$ cat config.mk
export PLATFORM = sky130hd
export DESIGN_NAME = vga_lockstep_monitor
export DESIGN_NICKNAME = d
export VERILOG_FILES = /design/src/rtl/vga_lockstep_monitor.sv
export SDC_FILE = /design/constraint.sdc
export NUM_CORES = 1
export LEC_CHECK = 0
export ABC_CLOCK_PERIOD_IN_PS = 11000
export CORE_MARGIN = 3
export CORE_UTILIZATION = 58
export CTS_BUF_LIST = sky130_fd_sc_hd__clkbuf_8
export CTS_CLUSTER_DIAMETER = 100
export DETAILED_ROUTE_END_ITERATION = 16
export HOLD_SLACK_MARGIN = 0.06
export PLACE_DENSITY = 0.87
export SYNTH_ARGS = -nofsm -noshare
export SYNTH_HDL_FRONTEND = slang
export SYNTH_SLANG_ARGS = --single-unit
$ cat constraint.sdc
create_clock -name HCLK -period 11 [get_ports HCLK]
set_clock_uncertainty 0.2 [all_clocks]
set_input_delay 1.65 -clock HCLK [delete_from_list [all_inputs] [get_ports HCLK]]
set_output_delay 1.65 -clock HCLK [all_outputs]
set_load 0.05 [all_outputs]
$ cat src/rtl/vga_lockstep_monitor.sv
// rtl/vga_lockstep_monitor.sv - lockstep VGA mismatch fault manager with AHB-Lite register port
module vga_lockstep_monitor #(
    parameter int THRESH = 2,
    parameter int CNTW   = 16
) (
    input  logic        HCLK,
    input  logic        HRESET,
    input  logic        MISMATCH,
    input  logic [7:0]  RGB_IN,
    output logic [7:0]  RGB_OUT,
    output logic        FAULT,
    output logic        IRQ,
    input  logic        HSEL,
    input  logic        HWRITE,
    input  logic        HREADY,
    input  logic [1:0]  HTRANS,
    input  logic [3:0]  HADDR,
    input  logic [31:0] HWDATA,
    output logic [31:0] HRDATA,
    output logic        HREADYOUT
);

    typedef enum logic [1:0] {
        ST_IDLE = 2'd0,
        ST_PEND = 2'd1,
        ST_FLT  = 2'd2
    } state_t;

    localparam logic [CNTW-1:0] CNT_ONE = 1;

    state_t            state_q;
    logic [7:0]        run_q;
    logic              fault_q;
    logic [31:0]       first_q;
    logic [31:0]       timer_q;
    logic [CNTW-1:0]   count_q, count_d;
    logic [1:0]        ctrl_q;
    logic [7:0]        rgb_q;
    logic              dp_valid_q, dp_write_q;
    logic [1:0]        dp_addr_q;

    logic              accept, wr_en, clr, cnt_clr, enter_flt;
    logic [8:0]        run_inc;
    logic              unused_bits;

    assign accept    = HSEL & HTRANS[1] & HREADY;
    assign wr_en     = dp_valid_q & dp_write_q;
    assign clr       = wr_en & (dp_addr_q == 2'd3) & HWDATA[2];
    assign cnt_clr   = wr_en & (dp_addr_q == 2'd1);
    assign run_inc   = {1'b0, run_q} + 9'd1;
    assign enter_flt = MISMATCH &
                       (((state_q == ST_IDLE) && (THRESH == 1)) ||
                        ((state_q == ST_PEND) && (run_inc >= 9'(THRESH))));
    assign unused_bits = ^{HADDR[1:0], HTRANS[0], HWDATA[31:3]};

    assign FAULT     = fault_q;
    assign IRQ       = fault_q & ctrl_q[0];
    assign RGB_OUT   = rgb_q;
    assign HREADYOUT = 1'b1;

    always_ff @(posedge HCLK or posedge HRESET) begin
        if (HRESET) begin
            dp_valid_q <= 1'b0;
            dp_write_q <= 1'b0;
            dp_addr_q  <= 2'd0;
        end else begin
            dp_valid_q <= accept;
            dp_write_q <= HWRITE;
            dp_addr_q  <= HADDR[3:2];
        end
    end

    // A clear that lands on the edge entering FLT wins: the run restarts from zero.
    always_ff @(posedge HCLK or posedge HRESET) begin
        if (HRESET) begin
            state_q <= ST_IDLE;
            run_q   <= 8'd0;
            fault_q <= 1'b0;
            first_q <= 32'd0;
        end else begin
            case (state_q)
                ST_IDLE, ST_PEND: begin
                    if (!MISMATCH) begin
                        state_q <= ST_IDLE;
                        run_q   <= 8'd0;
                    end else if (enter_flt) begin
                        if (clr) begin
                            state_q <= ST_PEND;
                            run_q   <= 8'd0;
                        end else begin
                            state_q <= ST_FLT;
                            fault_q <= 1'b1;
                            first_q <= timer_q;
                        end
                    end else begin
                        state_q <= ST_PEND;
                        run_q   <= run_inc[7:0];
                    end
                end
                ST_FLT: begin
                    if (clr) begin
                        state_q <= ST_IDLE;
                        run_q   <= 8'd0;
                        fault_q <= 1'b0;
                    end
                end
                default: begin
                    state_q <= ST_IDLE;
                    run_q   <= 8'd0;
                    fault_q <= 1'b0;
                end
            endcase
        end
    end

    always_comb begin
        count_d = count_q;
        if (cnt_clr) begin
            count_d = MISMATCH ? CNT_ONE : '0;
        end else if (MISMATCH && (count_q != {CNTW{1'b1}})) begin
            count_d = count_q + CNT_ONE;
        end
    end

    always_ff @(posedge HCLK or posedge HRESET) begin
        if (HRESET) begin
            count_q <= '0;
            timer_q <= 32'd0;
            ctrl_q  <= 2'd0;
            rgb_q   <= 8'd0;
        end else begin
            count_q <= count_d;
            timer_q <= timer_q + 32'd1;
            if (wr_en && (dp_addr_q == 2'd3)) begin
                ctrl_q <= HWDATA[1:0];
            end
            rgb_q <= (fault_q & ctrl_q[1]) ? 8'd0 : RGB_IN;
        end
    end

    always_comb begin
        HRDATA = 32'd0;
        if (dp_valid_q && !dp_write_q) begin
            case (dp_addr_q)
                2'd0: HRDATA = {29'd0, state_q, fault_q};
                2'd1: HRDATA[CNTW-1:0] = count_q;
                2'd2: HRDATA = first_q;
                default: HRDATA = {30'd0, ctrl_q};
            endcase
        end
    end

endmodule

# Yosys cells after proc, flatten, opt, wreduce, memory -nomap -nowiden
# Index checks and enable logic that the tools add are counted.
# Widths: inputs -> output; s select.
# totals
reg_bits,105
in_bits,52
output_inout_bits,43
elab_cells,67
# classes
mux,21
order_cmp,1
eq_ne,10
addsub,3
reduce_logical,11
bitwise_logic,10
# op_table
op,n
$mux 16,3
$pmux 16 s3,1
$add 32x1->32 const B,1
$mux 32,1
$mux 8,4
$add 16x1->16 const B,1
$ne 16x16->1 const B,1
$pmux 8 s2,1
$add 8x1->9 const B,1
$and 1x1->1,9
$ge 9x2->1 const B,1
$mux 2,4
$ne 2x2->1 const B,4
$reduce_and 4->1,2
$eq 2x2->1 const B,3
$mux 1,5
$eq 2x1->1 const B,2
$logic_and 1x1->1,4
$logic_not 2->1,2
$pmux 2 s2,1
$pmux 1 s2,1
$reduce_bool 2->1,1
$reduce_or 2->1,1
$logic_not 1->1,1
$not 1->1,1

# Longest topological paths before layout
# depth
depth_word,7
depth_mapped,8
ltp_nobuf,7

# Least setup slack after synthesis
# Ideal clock, no wire load.
# synth_path
path_type,register to output
start,register dp_addr_q[1]
end,output port HRDATA[10]
slack_ps,7395
required_time_ps,9150
stages_incl_launch_ff,5
arrival_time_ps,1755
path_buffers,1
cell_sequence,dfrtp_1 > nor2b_1 > clkbuf_1 > a22oi_1 > nor2_1
# synth_via
elab_chain_len,3
word_cells_on_any_way,5
classes_between,2 x eq/ne; 2 x mux; 1 x reduce/logical
# synth_lines
element,line,source
from (decl),40,logic [1:0] dp_addr_q;
from (signal assigned),69,dp_addr_q <= HADDR[3:2];
"$eq 2x2->1, or another cell as far along",144,case (dp_addr_q)
$pmux 16 s3 *,144,
$mux 32 *,143,if (dp_valid_q && !dp_write_q) begin
to (decl),19,"output logic [31:0] HRDATA,"
# Every way passes the cells marked *; elsewhere a longest branch is shown, timed or not.

# Final worst setup path
# layout_path
start,register dp_addr_q[1]
end,output port HRDATA[28]
# layout_via
elab_chain_len,3
# layout_lines
element,line
$eq 2x2->1,144
$mux 16,144
$mux 32,143
# Every way passes these cells.

==> results.cfg <==
[outcome]
status = finished, final reports clean

[sta]
tightest_slew_ns = 1.117
finalCritPeriodShare = 0.4865
rsz0062_at_grt = false
slew_viol_final = 0
fin_ws_ns = 5.649
setup_viol = 0
max_slew_margin = 0.2474
finalHoldViolCount = 0
tns_ns = 0
period_minus_slack_ns = 5.351
fin_hold_ws_ns = 0.2943
fmax_mhz = 186.9

[clocking]
postCtsHoldBufs = 0
cts_tree = yes
cts-resized-gates = 0
cts_buffers = 9
clock_latency_ns = 0.37
clkTransAtPathRegs_ns = 0.09
cts_buffer_depth = 2
cts_sinks = 105
cts_setup_buffers = 0
root_buffer = clkbuf_8
htreeDepth = 3

[worst_setup_path]
cp_slowest_cell = nor2b_1
crit_path_end_kind = primary output
start_kind = register
slowest_delay_ns = 0.82
reg2reg_depth = 7
path_cells = nor2b_1 -> nor2b_1 -> and2_1 -> clkdlybuf4s50_1
path_common_cell = nor2b_1
critPathKind = reg2out
crit_arrival_ns = 3.50
worst_ep_required_time_ns = 9.15
crit_fanout = 16

[final_layout]
stdcell_count = 612
final_core_util = 0.7043
multi_input_area_um2 = 2277
seqCellArea_um2 = 2628
layout.nets = 558
diodes = 0
drive_above_1_share = 0.1361
nFillCells = 611
syn2layout_area_growth_pct = 15.61

[power_and_ir_drop]
swShare = 0.3340
power_frac_comb = 0.261
p_per_area_nw_per_um2 = 158.4
p_leak_nw = 2.682
ir_drop_uv = 90.70
p_seq_frac = 0.506
p_sw_mw = 0.3109
intPower_mw = 0.6198
pwr-share-clk = 0.234

[drt]
drt-total-wl_um = 9796
drtIter0Drc = 266
num_vias = 3486
post_drt_wl_per_cell_um = 16.01
first_pass_iters = 5
viasPerCell = 5.696
drc = 0
ant_nets = 0

[global_route]
grt.total_usage = 0.2117
grt_max_degree = 71
antenna_found_initial = 0
grt_pass1_vias = 3581
grt-ovfl-total = 0
grt_pass1_wl_um = 17020

[die]
core-area_um2 = 8341
rows = 33
die-area_um2 = 9919
start_util = 0.6092
die_width_um = 99.60
ios = 95
die_h_um = 99.60

[synth]
synth.net_count = 502
synth_largest_area_cell = dfrtp_1
synthTopCellsByArea = dfrtp_1 52%, xnor2_1 5.7%, mux2_4 5.6%
synth.ff_latch_count = 105
synth_area_um2 = 5081
ys.flop_type = dfrtp_1
syn_area_per_cell_um2 = 11.39
synth_edf_count = 0
synth.distinct_cells = 56
yosysWarnings = 0
synth_top_area_frac = 0.5171
ys_seq_area_frac = 0.5171
syn_inst = 446
async_flop_share = 1.000

[placement]
placed_cells = 596
dp_hpwl_um = 6880
port_buffers = 61
dpl_worst_slack_ns = 6.034
place.gp.congestion = 0.8070

[min_path]
whs_path_depth = 1
hold_path_class = reg2reg

[run]
cap_violations = 0
final timing paths:
| path | from | to | slack [ns] |
|---|---|---|---|
| worst max-delay path | dp_addr_q[1] | HRDATA[28] | 5.65 |
| worst min-delay path | timer_q[31] | timer_q[31] | 0.29 |
| worst max register to register | run_q[0] | first_q[30] | 8.03 |
| worst min register to register | timer_q[31] | timer_q[31] | 0.29 |
| max in group asynchronous | HRESET | count_q[13] | 7.92 |
| min in group asynchronous | HRESET | timer_q[24] | 1.44 |
cell type report:
| class | count | share of cell area |
|---|---|---|
| flip-flops and latches | 105 | 0.4473 |
| inverters | 10 | 0.006816 |
| clock inverters | 6 | 0.007242 |
| clock buffers | 10 | 0.02343 |
| multi-input cells | 314 | 0.3876 |
| repair buffers | 62 | 0.1052 |
| well taps | 105 | 0.02236 |
flip-flops by register name, indices dropped and copies added, names as in the netlist:
register / cells
FAULT: 1
RGB_OUT: 8
count_q: 16
ctrl_q: 2
dp_addr_q: 2
dp_valid_q: 1
dp_write_q: 1
first_q: 32
run_q: 8
state_q: 2
timer_q: 32
routing by layer:
| layer | vias up | share of wire | GRT usage |
|---|---|---|---|
| li1 | 1660 | - | - |
| met1 | 1718 | 0.45 | 0.2796 |
| met2 | 100 | 0.49 | 0.3533 |
| met3 | 8 | 0.052 | 0.05330 |
| met4 | 0 | 0.0093 | 0.05042 |
| met5 | - | 0 | 0 |
layout by cell type, fill, tap and decap left out, types with 5 or more instances in the layout:
cell | Yosys | final
nand4_1 | 9 | 9
nor2b_1 | 5 | 5
mux2_4 | 19 | 19
a21oi_1 | 6 | 6
dfrtp_1 | 105 | 105
o21ai_0 | 5 | 5
clkbuf_8 | 0 | 10
nor2_1 | 40 | 40
xor2_1 | 9 | 9
xnor2_1 | 33 | 33
nor3_1 | 12 | 12
and2_1 | 26 | 26
nand3_1 | 20 | 20
and4_1 | 5 | 5
mux2_2 | 14 | 14
inv_1 | 10 | 9
and3_1 | 14 | 14
nand2_1 | 30 | 30
a22oi_1 | 14 | 14
nand2b_1 | 5 | 5
clkdlybuf4s50_1 | 0 | 61
cells by family after synthesis:
group,Yosys count,share of synthesized area
AOI/OAI and AO/OA,42,0.05984
xor gates and xnor gates,42,0.07240
adders and majority gates,4,0.009850
buffers and inverters,27,0.03472
DFF,105,0.5171
muxes,38,0.1019
other,1,0.0007380
and+or+nand+nor,187,0.2034
stage by stage:
step           area (um^2)  total power [mW]
2_1_floorplan         5081            0.6658
3_5_place_dp          5694            0.7210
5_1_grt               5874            0.9756
6_report              5874            0.9307
4_1_cts               5874            0.9372
3_3_place_gp          5694            0.7071
cell usage after synthesis (all sizes together) (4+ instances only):
library cell  instances
nand2                30
o21ai                 6
nand3                21
nor2                 40
clkbuf                6
inv                  10
or3                   4
and3                 15
and2                 26
a22oi                14
buf                  11
nor2b                 5
nand4                12
a21oi                 7
and4                  5
mux2                 33
nand2b                5
dfrtp               105
xor2                  9
nor3                 12
ha                    4
xnor2                33
worst max-delay path, delay by kind of cell (launching register included):
family / cells / cell delay (ns)
flops: 1 / 0.49
simple gates: 3 / 1.84
buf+inv: 1 / 0.81
power groups by stage:
stage / logic [mW] / clock network (mW) / registers [mW]
floorplan: 0.172 / 0 / 0.494
global placement: 0.234 / 0 / 0.474
detailed placement: 0.244 / 0 / 0.477
CTS: 0.245 / 0.223 / 0.469
global route: 0.262 / 0.237 / 0.477
finish: 0.243 / 0.217 / 0.471
Power figures use the tool's default switching activity.
